==> config.mk <==
export PLATFORM = sky130hd
export DESIGN_NAME = or1200_vlx_store_ctrl_flat
export DESIGN_NICKNAME = d
export VERILOG_FILES = /design/src/rtl/or1200_vlx_store_ctrl_if.sv /design/src/rtl/or1200_vlx_store_ctrl.sv /design/src/flat_wrapper.sv
export SDC_FILE = /design/constraint.sdc
export NUM_CORES = 1
export LEC_CHECK = 0
export ABC_AREA = 1
export BUFFER_PORTS_ARGS = -buffer_cell sky130_fd_sc_hd__clkbuf_2
export CAP_MARGIN = 15
export CORE_ASPECT_RATIO = 1.25
export CORE_MARGIN = 5
export CORE_UTILIZATION = 35
export CTS_CLUSTER_DIAMETER = 200
export DETAILED_ROUTE_END_ITERATION = 6
export GPL_ROUTABILITY_DRIVEN = 0
export PLACE_DENSITY = 0.65
export SLEW_MARGIN = 20
export SYNTH_ARGS = -nofsm -noshare
export SYNTH_HDL_FRONTEND = slang
export SYNTH_SLANG_ARGS = --single-unit
==> constraint.sdc <==
create_clock -name clk_i -period 2.9 [get_ports clk_i]
set_input_delay 0.435 -clock clk_i [delete_from_list [all_inputs] [get_ports clk_i]]
set_output_delay 0.435 -clock clk_i [all_outputs]
set_load 0.01 [all_outputs]
==> src/rtl/or1200_vlx_store_ctrl_if.sv <==
// or1200_vlx_store_ctrl_if: byte-in, CPU stall, SPR and byte-write memory signals of the VLX store sequencer
interface or1200_vlx_store_ctrl_if;
  logic        vlx_req_i;
  logic        drain_i;
  logic        byte_valid_i;
  logic [7:0]  byte_dat_i;
  logic        byte_ready_o;
  logic        stall_o;
  logic        spr_we_i;
  logic        spr_sel_i;
  logic [31:0] spr_dat_i;
  logic [31:0] spr_dat_o;
  logic        mem_req_o;
  logic [31:0] mem_addr_o;
  logic [7:0]  mem_dat_o;
  logic        mem_ack_i;
  modport slave (
    input  vlx_req_i, drain_i, byte_valid_i, byte_dat_i, spr_we_i, spr_sel_i, spr_dat_i, mem_ack_i,
    output byte_ready_o, stall_o, spr_dat_o, mem_req_o, mem_addr_o, mem_dat_o
  );
  modport master (
    output vlx_req_i, drain_i, byte_valid_i, byte_dat_i, spr_we_i, spr_sel_i, spr_dat_i, mem_ack_i,
    input  byte_ready_o, stall_o, spr_dat_o, mem_req_o, mem_addr_o, mem_dat_o
  );
endinterface

==> src/rtl/or1200_vlx_store_ctrl.sv <==
// or1200_vlx_store_ctrl: byte FIFO plus store FSM writing VLX output bytes to memory with 0xFF/0x00 stuffing
module or1200_vlx_store_ctrl #(
  parameter int DEPTH = 4
) (
  input logic clk_i,
  input logic rst_i,
  or1200_vlx_store_ctrl_if.slave bus
);
  localparam int AW = $clog2(DEPTH);
  localparam int CW = $clog2(DEPTH + 1);
  localparam logic [1:0] IDLE = 2'd0, WRITE = 2'd1, STUFF = 2'd2;
  logic [7:0]    fifo_q [DEPTH];
  logic [AW-1:0] wr_q, rd_q;
  logic [CW-1:0] count_q, count_d;
  logic [1:0]    state_q, state_d;
  logic [31:0]   ptr_q, ptr_d, bcnt_q, bcnt_d;
  logic [7:0]    head;
  logic          push, pop, ack;
  assign head = fifo_q[rd_q];
  assign push = bus.byte_valid_i & bus.byte_ready_o;
  assign ack = (state_q != IDLE) & bus.mem_ack_i;
  assign pop = (state_q == WRITE) & bus.mem_ack_i;
  assign count_d = count_q + CW'(push) - CW'(pop);
  assign bus.byte_ready_o = count_q != CW'(DEPTH);
  assign bus.mem_req_o = state_q != IDLE;
  assign bus.mem_addr_o = ptr_q;
  assign bus.mem_dat_o = (state_q == STUFF) ? 8'h00 : head;
  assign bus.spr_dat_o = bus.spr_sel_i ? bcnt_q : ptr_q;
  assign bus.stall_o = (bus.vlx_req_i & (count_q > CW'(DEPTH - 2))) |
                       (bus.drain_i & ((state_q != IDLE) | (count_q != '0)));
  // next state: an acked 0xFF is always followed by a stuffed 0x00 before the next FIFO byte
  always_comb begin
    state_d = state_q;
    if (state_q == IDLE) state_d = (count_q != '0) ? WRITE : IDLE;
    else if (ack) state_d = (state_q == WRITE && head == 8'hFF) ? STUFF : (count_d != '0) ? WRITE : IDLE;
  end
  // SPR writes take priority over the ack increment; a pointer write also clears the byte count
  always_comb begin
    ptr_d = (bus.spr_we_i & ~bus.spr_sel_i) ? bus.spr_dat_i : ptr_q + 32'(ack);
    bcnt_d = bus.spr_we_i ? (bus.spr_sel_i ? bus.spr_dat_i : 32'h0) : bcnt_q + 32'(ack);
  end
  // control state, FIFO pointers and SPR registers
  always_ff @(posedge clk_i or posedge rst_i) begin
    if (rst_i) begin
      state_q <= IDLE;
      count_q <= '0;
      wr_q    <= '0;
      rd_q    <= '0;
      ptr_q   <= '0;
      bcnt_q  <= '0;
    end else begin
      state_q <= state_d;
      count_q <= count_d;
      wr_q    <= push ? wr_q + AW'(1) : wr_q;
      rd_q    <= pop ? rd_q + AW'(1) : rd_q;
      ptr_q   <= ptr_d;
      bcnt_q  <= bcnt_d;
    end
  end
  // FIFO storage is cleared so the idle head (and mem_dat_o) reads 0x00 out of reset
  always_ff @(posedge clk_i or posedge rst_i) begin
    if (rst_i) fifo_q <= '{default: '0};
    else if (push) fifo_q[wr_q] <= bus.byte_dat_i;
  end
endmodule

==> src/flat_wrapper.sv <==
// flat-port wrapper written by rule: the top's interface ports become plain ports
module or1200_vlx_store_ctrl_flat 
#(
  parameter int DEPTH = 4
)
  (clk_i, rst_i, bus_vlx_req_i, bus_drain_i, bus_byte_valid_i, bus_byte_dat_i, bus_spr_we_i, bus_spr_sel_i, bus_spr_dat_i, bus_mem_ack_i, bus_byte_ready_o, bus_stall_o, bus_spr_dat_o, bus_mem_req_o, bus_mem_addr_o, bus_mem_dat_o);
  or1200_vlx_store_ctrl_if bus_i ();
  input logic clk_i;
  input logic rst_i;
  input wire logic [$bits(bus_i.vlx_req_i)-1:0] bus_vlx_req_i;
  input wire logic [$bits(bus_i.drain_i)-1:0] bus_drain_i;
  input wire logic [$bits(bus_i.byte_valid_i)-1:0] bus_byte_valid_i;
  input wire logic [$bits(bus_i.byte_dat_i)-1:0] bus_byte_dat_i;
  input wire logic [$bits(bus_i.spr_we_i)-1:0] bus_spr_we_i;
  input wire logic [$bits(bus_i.spr_sel_i)-1:0] bus_spr_sel_i;
  input wire logic [$bits(bus_i.spr_dat_i)-1:0] bus_spr_dat_i;
  input wire logic [$bits(bus_i.mem_ack_i)-1:0] bus_mem_ack_i;
  output wire logic [$bits(bus_i.byte_ready_o)-1:0] bus_byte_ready_o;
  output wire logic [$bits(bus_i.stall_o)-1:0] bus_stall_o;
  output wire logic [$bits(bus_i.spr_dat_o)-1:0] bus_spr_dat_o;
  output wire logic [$bits(bus_i.mem_req_o)-1:0] bus_mem_req_o;
  output wire logic [$bits(bus_i.mem_addr_o)-1:0] bus_mem_addr_o;
  output wire logic [$bits(bus_i.mem_dat_o)-1:0] bus_mem_dat_o;
  assign bus_i.vlx_req_i = bus_vlx_req_i;
  assign bus_i.drain_i = bus_drain_i;
  assign bus_i.byte_valid_i = bus_byte_valid_i;
  assign bus_i.byte_dat_i = bus_byte_dat_i;
  assign bus_i.spr_we_i = bus_spr_we_i;
  assign bus_i.spr_sel_i = bus_spr_sel_i;
  assign bus_i.spr_dat_i = bus_spr_dat_i;
  assign bus_i.mem_ack_i = bus_mem_ack_i;
  assign bus_byte_ready_o = bus_i.byte_ready_o;
  assign bus_stall_o = bus_i.stall_o;
  assign bus_spr_dat_o = bus_i.spr_dat_o;
  assign bus_mem_req_o = bus_i.mem_req_o;
  assign bus_mem_addr_o = bus_i.mem_addr_o;
  assign bus_mem_dat_o = bus_i.mem_dat_o;
  or1200_vlx_store_ctrl #(.DEPTH(DEPTH)) u_core (.clk_i(clk_i), .rst_i(rst_i), .bus(bus_i));
endmodule
==> flow_metrics.py, run 1 <==
metrics = {
    "timing": {
        "achievable-frequency_ghz": 0.4405,
        "layout_min_cycle_time_ns": 2.270,
        "worst-slew-pin-transition_ns": 0.7210,
        "fin_hold_viols": 0,
        "finalCritPeriodShare_pct": 78.28,
        "maxSlewViolCount": 0,
        "finClkSkew_ns": 0.01243,
        "rsz_0062_raised_after_global_routing": "false",
        "max_slew_headroom_pct": 51.83,
        "setup_violators_final": 0,
        "timing.setup.tns_ns": 0,
    },
    "worst_setup_path": {
        "timing.critical_path.depth": 12,
        "slowest_cp_cell": "dfrtp_1",
        "critical_path_peak_fanout": 6,
        "reg2reg_setup_slack_ns": 0.63,
        "cp-startpoint": "u_core.state_q[0]",
        "worst_setup_path_end_kind": "flip-flop",
        "critical_path_required_ns": 3.12,
        "cp.arrival_ns": 2.49,
        "crit_path_end": "u_core.bus.mem_addr_o[22]",
        "worstPathCellList": "nor2_1, nor2_1, ha_1, ha_1, nand3_2, nor2_4, nand2_2, nor2_4, nand3_4, xor2_1, nand2_1, o21ai_0",
        "reg2reg_to": "u_core.bus.mem_addr_o[22]",
        "critical-path-top-delay-family": "simple AND/OR/NAND/NOR gates",
        "setup.worst_path.class": "flip-flop to flip-flop",
        "ff2ff_path_depth": 12,
        "timing.critical_path.from_type": "flip-flop",
        "path_buf_inv": 0,
        "stage_delay_of_the_slowest_cell_on_the_critical_path_ns": 0.37,
        "worstReg2RegStart": "u_core.state_q[0]",
    },
    "synthesis": {
        "synthesis.area_per_instance_um2": 7.036,
        "post_synth_inst_count": 910,
        "yosys.area_share.simple_pct": 31.91,
        "synth_top_family_by_area": "simple AND/OR/NAND/NOR gates",
        "mappedNetlistNets": 970,
        "synth_mux_area_share_pct": 0,
        "ys_seq_area_share_pct": 41.04,
        "synth.largest_area_cell": "dfrtp_1",
        "synth_cell_type_count": 39,
        "yosys_warning_total": 0,
        "most_common_cell_in_the_synthesized_netlist": "nand2_1",
        "syn-cell-area_um2": 6402,
        "yosys-top-cells-count": "nand2_1, inv_1, o21ai_0, dfrtp_1, nor2_1",
        "post-synth-top-area-fraction_pct": 41.04,
        "synth_xor_area_share_pct": 4.241,
        "asyncSetResetFlopFracSynth_pct": 100.0,
        "synth-seq-cells": 105,
        "synth_compound_area_share_pct": 11.65,
        "synth_top_cells_by_area": "dfrtp_1, nand2_1, o21ai_0",
        "dominantRegCellSynth": "dfrtp_1",
        "synth_fa_ha_area_share_pct": 2.462,
        "synth-edff-count": 0,
    },
    "clock_network": {
        "tritoncts_num_sinks": 105,
        "setup_fix_bufs_post_cts": 0,
        "clk_path_buf_depth": 2,
        "clk_root_buffer_cell": "clkbuf_16",
        "worst_setup_hold_path_clk_slew_ns": 0.08,
        "cts_buffers": 9,
        "cts-htree-levels": 3,
        "post_cts_resized": 0,
        "cts_tree": "built",
        "post_cts_hold_buffer_count": 0,
        "clk_latency_ns": 0.36,
    },
    "layout": {
        "post_route_cells_drive_above_1_share_pct": 16.92,
        "fin_area_um2": 7565,
        "antenna-diode-count": 0,
        "finalNonFillerCells": 1262,
        "area_delta_synth_final_pct": 18.16,
        "nets": 1090,
    },
    "detailed_routing": {
        "wirelength_mm": 20.45,
        "detailedRoute.firstIterationViolations": 491,
        "drtAntennaViolNets": 0,
        "drt-wirelength-per-cell_um": 16.20,
        "via_total_after_detailed_routing": 6371,
        "drtPass1Iterations": 5,
        "vias_per_cell": 5.048,
        "drc": 0,
    },
    "grt": {
        "antenna_found_initial": 0,
        "globalRouteTotalUtil_pct": 19.62,
        "grt_max_degree": 38,
        "vias_in_the_first_global_route": 6043,
        "grt_pass1_wl_mm": 32.37,
        "globalRouteOverflowTotal": 0,
    },
    "power_and_ir_drop": {
        "power.ir.vdd_worst_uv": 260.7,
        "cellPowerDensity_nw_per_um2": 699.1,
        "power.leakage_uw": 0.003750,
        "totalPowerFinal_uw": 5289,
    },
    "placed_design": {
        "place_hpwl_mm": 16.10,
        "placed_area_um2": 7286,
        "portBuffers": 122,
        "numPlacedInstances": 1247,
    },
    "floorplan": {
        "dieWidth_um": 131.0,
        "boundaryPins": 123,
        "core_area_um2": 18030,
        "floorplan.die_area_um2": 21110,
        "die_height_um": 161.2,
        "fp-row-count": 55,
        "initial_utilization_pct": 35.51,
    },
    "worst_hold_path": {
        "path_type_of_the_worst_min_delay_path": "input pin to async pin",
    },
    "flow_run": {
        "drv.max_cap_violation_count": 0,
    },
    "run_status": {
        "run_status": "finished clean",
    },
}
==> layer usage <==
metal | vias to the layer above | wire [um] | track usage, %
met5 | - | 0 | 0
met4 | 0 | 716 | 7.203
met3 | 39 | 1448 | 3.308
met2 | 270 | 9671 | 31.49
met1 | 2919 | 8609 | 26.38
li1 | 3143 | - | -
==> state kept, by name (all words and copies together) (netlist names) <==
register / cells
u_core.bcnt_q: 32
u_core.bus.mem_addr_o: 32
u_core.fifo_q: 32
u_core.count_q: 3
u_core.rd_q: 2
u_core.state_q: 2
u_core.wr_q: 2
==> cell families after synthesis <==
group                    after synthesis
AND/OR/NAND/NOR                      475
buffers and inverters                145
AO/OA/AOI/OAI                        142
flip-flops                           105
XOR/XNOR                              31
adder cells (fa/ha/maj)               12
==> placed cells by master, fill, tap and decap left out, types with 3 or more instances in the layout <==
master and n:
nand3_2 5, clkbuf_2 122, dfrtp_1 105, inv_1 113, o21ai_1 4, nand3_1 51
clkinvlp_4 3, o22ai_1 5, xor2_1 22, nor2_2 3, inv_2 4, nor2_1 67
clkbuf_16 9, nor3_1 20, buf_4 12, nand4_1 15, ha_1 11, nand2_1 297
a31oi_1 3, a21oi_1 9, nand2_2 5, xnor2_1 9, o21ai_0 113, nor2_4 3
==> through the flow <==
| step | setup slack, ns | utilization, % | hold slack, ns |
|---|---|---|---|
| 5_1_grt | 0.3874 | 41.96 | 0.2387 |
| 3_3_place_gp | 0.5223 | 40.41 | 0.4658 |
| 3_5_place_dp | 0.4709 | 40.41 | 0.4731 |
| 4_1_cts | 0.6324 | 41.96 | 0.2083 |
| 6_report | 0.6300 | 41.96 | 0.1838 |
| 2_1_floorplan | 0.8460 | - | 0.4530 |
==> worst reg2reg max path, delay by kind of cell, from the launching register on <==
| kind | cells | cell delay (ns) |
|---|---|---|
| AOI/OAI and AO/OA | 1 | 0.08 |
| xor gates and xnor gates | 1 | 0.16 |
| adders and majority gates | 2 | 0.47 |
| DFF | 1 | 0.37 |
| and+or+nand+nor | 8 | 1.05 |
==> worst min path at each step <==
stage,slack [ns],from,endpoint,depth (start not counted)
6_report,0.18,rst_i,u_core.fifo_q[16],2
3_3_place_gp,0.47,u_core.fifo_q[19],u_core.fifo_q[19],2
3_5_place_dp,0.47,u_core.fifo_q[6],u_core.fifo_q[6],2
4_1_cts,0.21,rst_i,u_core.fifo_q[16],2
2_1_floorplan,0.45,u_core.fifo_q[10],u_core.fifo_q[10],2
5_1_grt,0.24,rst_i,u_core.fifo_q[16],2
==> area by class of cell <==
cell class                      count  area [um^2]
Fill cell                        1917        10470
Multi-Input combinational cell    660         3218
Sequential cell                   105         2628
Timing Repair Buffer              134        700.7
Inverter                          120        454.2
Tap cell                          228        285.3
Clock buffer                       10        239.0
Clock inverter                      5        40.04
==> power by group <==
part | internal [uW] | leakage [uW] | switching, uW | total, uW
registers | 1850 | 0.00131 | 340 | 2190
logic | 711 | 0.00230 | 1200 | 1910
clock network | 610 | 0.000133 | 579 | 1190
(Power assumes the default switching activity.)
==> run 2, diff against run 1 <==
--- a/config.mk
+++ b/config.mk
@@ -14,7 +14,7 @@
 export CTS_CLUSTER_DIAMETER = 200
 export DETAILED_ROUTE_END_ITERATION = 6
 export GPL_ROUTABILITY_DRIVEN = 0
-export PLACE_DENSITY = 0.65
+export PLACE_DENSITY = 0.63
 export SLEW_MARGIN = 20
 export SYNTH_ARGS = -nofsm -noshare
 export SYNTH_HDL_FRONTEND = slang
==> constraint.sdc (replaced) <==
create_clock -name clk_i -period 2.2 [get_ports clk_i]
set_input_delay 0.33 -clock clk_i [delete_from_list [all_inputs] [get_ports clk_i]]
set_output_delay 0.33 -clock clk_i [all_outputs]
set_load 0.01 [all_outputs]
==> flow_metrics.py, run 2 (synthesized netlist as in run 1, its figures left out) <==
metrics = {
    "floorplan": {
        "die_height_um": 161.2,
        "boundaryPins": 123,
        "dieWidth_um": 131.0,
        "fp-row-count": 55,
        "core_area_um2": 18030,
        "initial_utilization_pct": 35.51,
        "floorplan.die_area_um2": 21110,
    },
    "clock_network": {
        "post_cts_hold_buffer_count": 0,
        "tritoncts_num_sinks": 105,
        "cts_buffers": 9,
        "cts-htree-levels": 3,
        "worst_setup_hold_path_clk_slew_ns": 0.08,
        "cts_tree": "built",
        "clk_root_buffer_cell": "clkbuf_16",
        "clk_latency_ns": 0.36,
        "clk_path_buf_depth": 2,
    },
    "layout": {
        "finalNonFillerCells": 1284,
        "finish.utilization_pct": 43.64,
        "post_route_cells_drive_above_1_share_pct": 20.08,
        "nFillCells": 1897,
        "area_delta_synth_final_pct": 22.88,
        "most-common-layout-cells": "nand2_1, clkbuf_2, inv_1",
        "nets": 1111,
        "antenna-diode-count": 0,
        "final_common_cell": "nand2_1",
    },
    "power_and_ir_drop": {
        "power.leakage_uw": 0.003895,
        "power.ir.vdd_worst_uv": 386.1,
        "cellPowerDensity_nw_per_um2": 929.7,
    },
    "grt": {
        "antenna_found_initial": 0,
        "globalRouteTotalUtil_pct": 19.84,
        "globalRouteOverflowTotal": 0,
        "grt_max_degree": 38,
        "grt_pass1_wl_mm": 32.69,
        "vias_in_the_first_global_route": 6138,
    },
    "detailed_routing": {
        "via_total_after_detailed_routing": 6487,
        "drtPass1Iterations": 7,
        "drc": 0,
        "drt-wirelength-per-cell_um": 16.41,
        "vias_per_cell": 5.052,
        "drtAntennaViolNets": 0,
        "detailedRoute.firstIterationViolations": 438,
        "wirelength_mm": 21.08,
    },
    "worst_setup_path": {
        "critical_path_required_ns": 2.45,
        "worstReg2RegStart": "u_core.state_q[0]",
        "worst_setup_path_end_kind": "flip-flop",
        "reg2reg_setup_slack_ns": 0.11,
        "critical_path_peak_fanout": 3,
        "setup.worst_path.class": "flip-flop to flip-flop",
        "cp.arrival_ns": 2.35,
        "timing.critical_path.from_type": "flip-flop",
        "reg2reg_to": "u_core.state_q[0]",
        "ff2ff_path_depth": 16,
    },
    "placed_design": {
        "numPlacedInstances": 1263,
        "portBuffers": 122,
        "place_hpwl_mm": 16.37,
        "pre_cts_slack_ns": 0.01618,
    },
    "timing": {
        "setup_violators_final": 0,
        "max_slew_headroom_pct": 53.96,
        "setup_ws_ns": 0.1058,
        "layout_min_cycle_time_ns": 2.094,
        "worst-slew-pin-transition_ns": 0.6892,
        "finalCritPeriodShare_pct": 95.19,
        "finClkSkew_ns": 0.009913,
        "fin_hold_viols": 0,
        "rsz_0062_raised_after_global_routing": "true",
        "maxSlewViolCount": 0,
        "achievable-frequency_ghz": 0.4775,
    },
    "worst_hold_path": {
        "path_type_of_the_worst_min_delay_path": "input pin to async pin",
    },
    "flow_run": {
        "drv.max_cap_violation_count": 0,
    },
    "run_status": {
        "run_status": "finished clean",
    },
}
-- run 2: cell types whose count changed in the layout (fill, tap and decap cells not counted), moves of 4 or more --
cell,before,now
ha_1,11,7
buf_4,12,30
nor2_2,3,7
o21ai_0,113,109
nor2_1,67,62
o21ai_1,4,8
-- run 2: final cells by class --
| cell class | instances | area, um^2 | area share [%] |
|---|---|---|---|
| Timing Repair Buffer | 155 | 895.9 | 11.39 |
| Clock inverter | 7 | 92.59 | 1.177 |
| Sequential cell | 105 | 2628 | 33.40 |
| Inverter | 120 | 460.4 | 5.852 |
| Tap cell | 228 | 285.3 | 3.626 |
| Multi-Input combinational cell | 660 | 3281 | 41.70 |
| Clock buffer | 9 | 225.2 | 2.863 |
-- run 2: worst max-delay path, stage by stage, from the launching register on --
cell and delay (ns):
dfrtp_1 0.42, inv_2 0.08, nor2_2 0.04, nand2_1 0.08, inv_1 0.05, ha_1 0.27, inv_1 0.06, ha_1 0.13
inv_1 0.05, fa_2 0.33, xor2_1 0.18, nor2_1 0.09, nand2_1 0.05, nand2_1 0.06, nand2_1 0.05, nand2_1 0.05
nand2_1 0.04
-- run 2: worst max path at each step --
stage / depth (start not counted) / end / startpoint
final: 16 / u_core.state_q[0] / u_core.state_q[0]
after global routing: 16 / u_core.state_q[0] / u_core.state_q[0]
after CTS: 5 / bus_mem_dat_o[1] / u_core.rd_q[0]
after detailed placement: 13 / u_core.bus.mem_addr_o[22] / bus_mem_ack_i
after global placement: 13 / u_core.bus.mem_addr_o[22] / bus_mem_ack_i
after floorplan: 16 / u_core.state_q[0] / u_core.state_q[0]
-- run 2: through the flow --
| step | TNS, ns | total power [uW] | hold slack (ns) | cell area, um^2 |
|---|---|---|---|---|
| after floorplan | 0 | 4529 | 0.4290 | 6406 |
| after global placement | 0 | 5449 | 0.4657 | 7443 |
| after detailed placement | 0 | 5509 | 0.4552 | 7443 |
| after CTS | 0 | 7292 | 0.06970 | 7761 |
| after global routing | -0.08450 | 7857 | 0.09921 | 7868 |
| final | 0 | 7315 | 0.05029 | 7868 |
-- run 2: what timing repair did --
action,CTS,global route
setup buffers,0,5
setup endpoints to repair,0,22
resized for setup,0,25
-- run 2: per-layer routing --
metal  track usage [%]  up-vias  routed length (um)
met2             33.09      239               10360
met4             7.063        0                 646
met1             26.31     3020                9054
met3             2.349       38                1017
met5                 0        -                   0
li1                  -     3190                   -
-- run 2: power by group --
part | leakage, uW | internal, uW | switching [uW] | total (uW)
sequential | 0.00131 | 2430 | 468 | 2900
clock | 0.000158 | 927 | 864 | 1790
combinational | 0.00242 | 989 | 1630 | 2620
total | 0.00389 | 4350 | 2970 | 7310
==> run 3, diff against run 2 <==
==> constraint.sdc (replaced) <==
create_clock -name clk_i -period 2.1 [get_ports clk_i]
set_input_delay 0.315 -clock clk_i [delete_from_list [all_inputs] [get_ports clk_i]]
set_output_delay 0.315 -clock clk_i [all_outputs]
set_load 0.01 [all_outputs]
==> flow_metrics.py, run 3 (synthesized netlist as in run 1, its figures left out) <==
metrics = {
    "run_status": {
        "run_status": "finished with violations",
        "violated_checks": "negative hold slack, negative setup slack",
    },
    "detailed_routing": {
        "detailedRoute.firstIterationViolations": 459,
        "drt-wirelength-per-cell_um": 16.15,
        "drtPass1Iterations": 6,
        "vias_per_cell": 5.105,
        "wirelength_mm": 21.00,
        "drc": 0,
        "drtAntennaViolNets": 0,
        "via_total_after_detailed_routing": 6636,
    },
    "timing": {
        "timing.setup.tns_ns": -0.08681,
        "setup_violators_final": 4,
        "fin_hold_viols": 19,
        "finClkSkew_ns": 0.01220,
        "maxSlewViolCount": 0,
        "whs_ns": -0.01203,
        "worst-slew-pin-transition_ns": 0.6407,
        "setup_ws_ns": -0.05681,
        "achievable-frequency_ghz": 0.4636,
        "max_slew_headroom_pct": 57.22,
        "rsz_0062_raised_after_global_routing": "true",
        "layout_min_cycle_time_ns": 2.157,
        "finalCritPeriodShare_pct": 102.7,
    },
    "worst_hold_path": {
        "path_type_of_the_worst_min_delay_path": "input pin to async pin",
    },
    "grt": {
        "grt.busiest_layer": "met2",
        "met1_usage_pct": 26.48,
        "grt_max_degree": 53,
        "antenna_found_initial": 0,
        "grt_util_met2_pct": 31.86,
        "gr-usage-met3_pct": 3.043,
        "grt_pass1_wl_mm": 33.29,
        "globalRouteTotalUtil_pct": 19.98,
        "globalRouteOverflowTotal": 0,
        "vias_in_the_first_global_route": 6469,
    },
    "layout": {
        "final_common_cell": "nand2_1",
        "nets": 1127,
        "most-common-layout-cells": "nand2_1, clkbuf_2, inv_1",
        "finalNonFillerCells": 1300,
        "nFillCells": 1899,
        "antenna-diode-count": 0,
        "post_route_cells_drive_above_1_share_pct": 23.13,
        "area_delta_synth_final_pct": 26.95,
    },
    "power_and_ir_drop": {
        "power.ir.vdd_worst_uv": 409.0,
        "totalPowerFinal_uw": 7727,
        "power.leakage_uw": 0.003994,
        "cellPowerDensity_nw_per_um2": 950.7,
    },
    "placed_design": {
        "portBuffers": 122,
        "numPlacedInstances": 1274,
        "pre_cts_slack_ns": -0.06043,
        "place_hpwl_mm": 16.23,
    },
    "worst_setup_path": {
        "setup.worst_path.class": "flip-flop to flip-flop",
        "worst_setup_path_end_kind": "flip-flop",
        "critical_path_required_ns": 2.35,
        "critical_path_peak_fanout": 2,
        "cp.arrival_ns": 2.40,
        "timing.critical_path.from_type": "flip-flop",
    },
    "clock_network": {
        "post_cts_hold_buffer_count": 0,
        "tritoncts_num_sinks": 105,
        "clk_path_buf_depth": 2,
        "cts-htree-levels": 3,
        "clk_latency_ns": 0.35,
        "worst_setup_hold_path_clk_slew_ns": 0.08,
        "cts_tree": "built",
        "clk_root_buffer_cell": "clkbuf_16",
        "cts_buffers": 9,
    },
    "floorplan": {
        "floorplan.die_area_um2": 21110,
        "boundaryPins": 123,
        "dieWidth_um": 131.0,
        "fp-row-count": 55,
        "initial_utilization_pct": 35.51,
        "die_height_um": 161.2,
        "core_area_um2": 18030,
    },
    "flow_run": {
        "drv.max_cap_violation_count": 0,
    },
}
==> run 3: area by class of cell <==
cell class / count / area, um^2 / share of cell area, %
Clock buffer: 9 / 225.2 / 2.771
Inverter: 120 / 462.9 / 5.696
Clock inverter: 7 / 60.06 / 0.7389
Tap cell: 228 / 285.3 / 3.510
Sequential cell: 105 / 2628 / 32.33
Timing Repair Buffer: 171 / 1022 / 12.58
Multi-Input combinational cell: 660 / 3445 / 42.38
==> run 3: through the flow <==
stage               instance area (um^2)  utilization, %
global route                        8128           45.08
floorplan                           6406               -
global placement                    7513           41.67
finish                              8128           45.08
CTS                                 7807           43.30
detailed placement                  7513           41.67
==> run 3: worst paths after layout <==
kind                              startpoint                end  slack, ns  depth (start not counted)
hold reg to reg            u_core.fifo_q[29]  u_core.fifo_q[29]       0.49                          2
min in group clk_i         bus_spr_dat_i[31]  u_core.bcnt_q[31]       0.17                          3
max in group asynchronous              rst_i   u_core.fifo_q[8]       1.52                          3
setup / recovery           u_core.state_q[0]  u_core.state_q[0]      -0.06                         16
hold / removal                         rst_i   u_core.fifo_q[1]      -0.01                          2
setup reg to reg           u_core.state_q[0]  u_core.state_q[0]      -0.06                         16
==> run 3: repair_timing <==
item,4_1_cts,5_1_grt
setup endpoints to repair,8,22
cloned,0,0
buffers inserted,0,10
pin swaps,1,31
endpoints found under the hold margin,0,0
gates resized for setup,5,67
==> run 3: per-layer routing <==
layer	wire length, um	share of wire [%]
met1	8606	41
met2	10100	48
met3	1351	6.4
met4	937	4.5
met5	0	0
==> run 3: critical path, stage by stage, from the launching register on <==
cell	delay, ns
dfrtp_1	0.39
inv_2	0.07
nor2_4	0.11
nand2_2	0.06
inv_2	0.06
ha_4	0.19
inv_2	0.06
ha_4	0.12
inv_2	0.03
fa_2	0.37
xor2_2	0.19
nor2_1	0.12
nand2_1	0.06
nand2_1	0.06
nand2_1	0.05
nand2_1	0.06
nand2_1	0.05
==> run 3: report_power, final <==
group / internal, uW / leakage (uW) / total (uW) / switching (uW)
clock network: 829 / 0.000143 / 1650 / 819
logic: 1230 / 0.00254 / 3070 / 1840
registers: 2550 / 0.00131 / 3010 / 461
total: 4610 / 0.00399 / 7730 / 3110
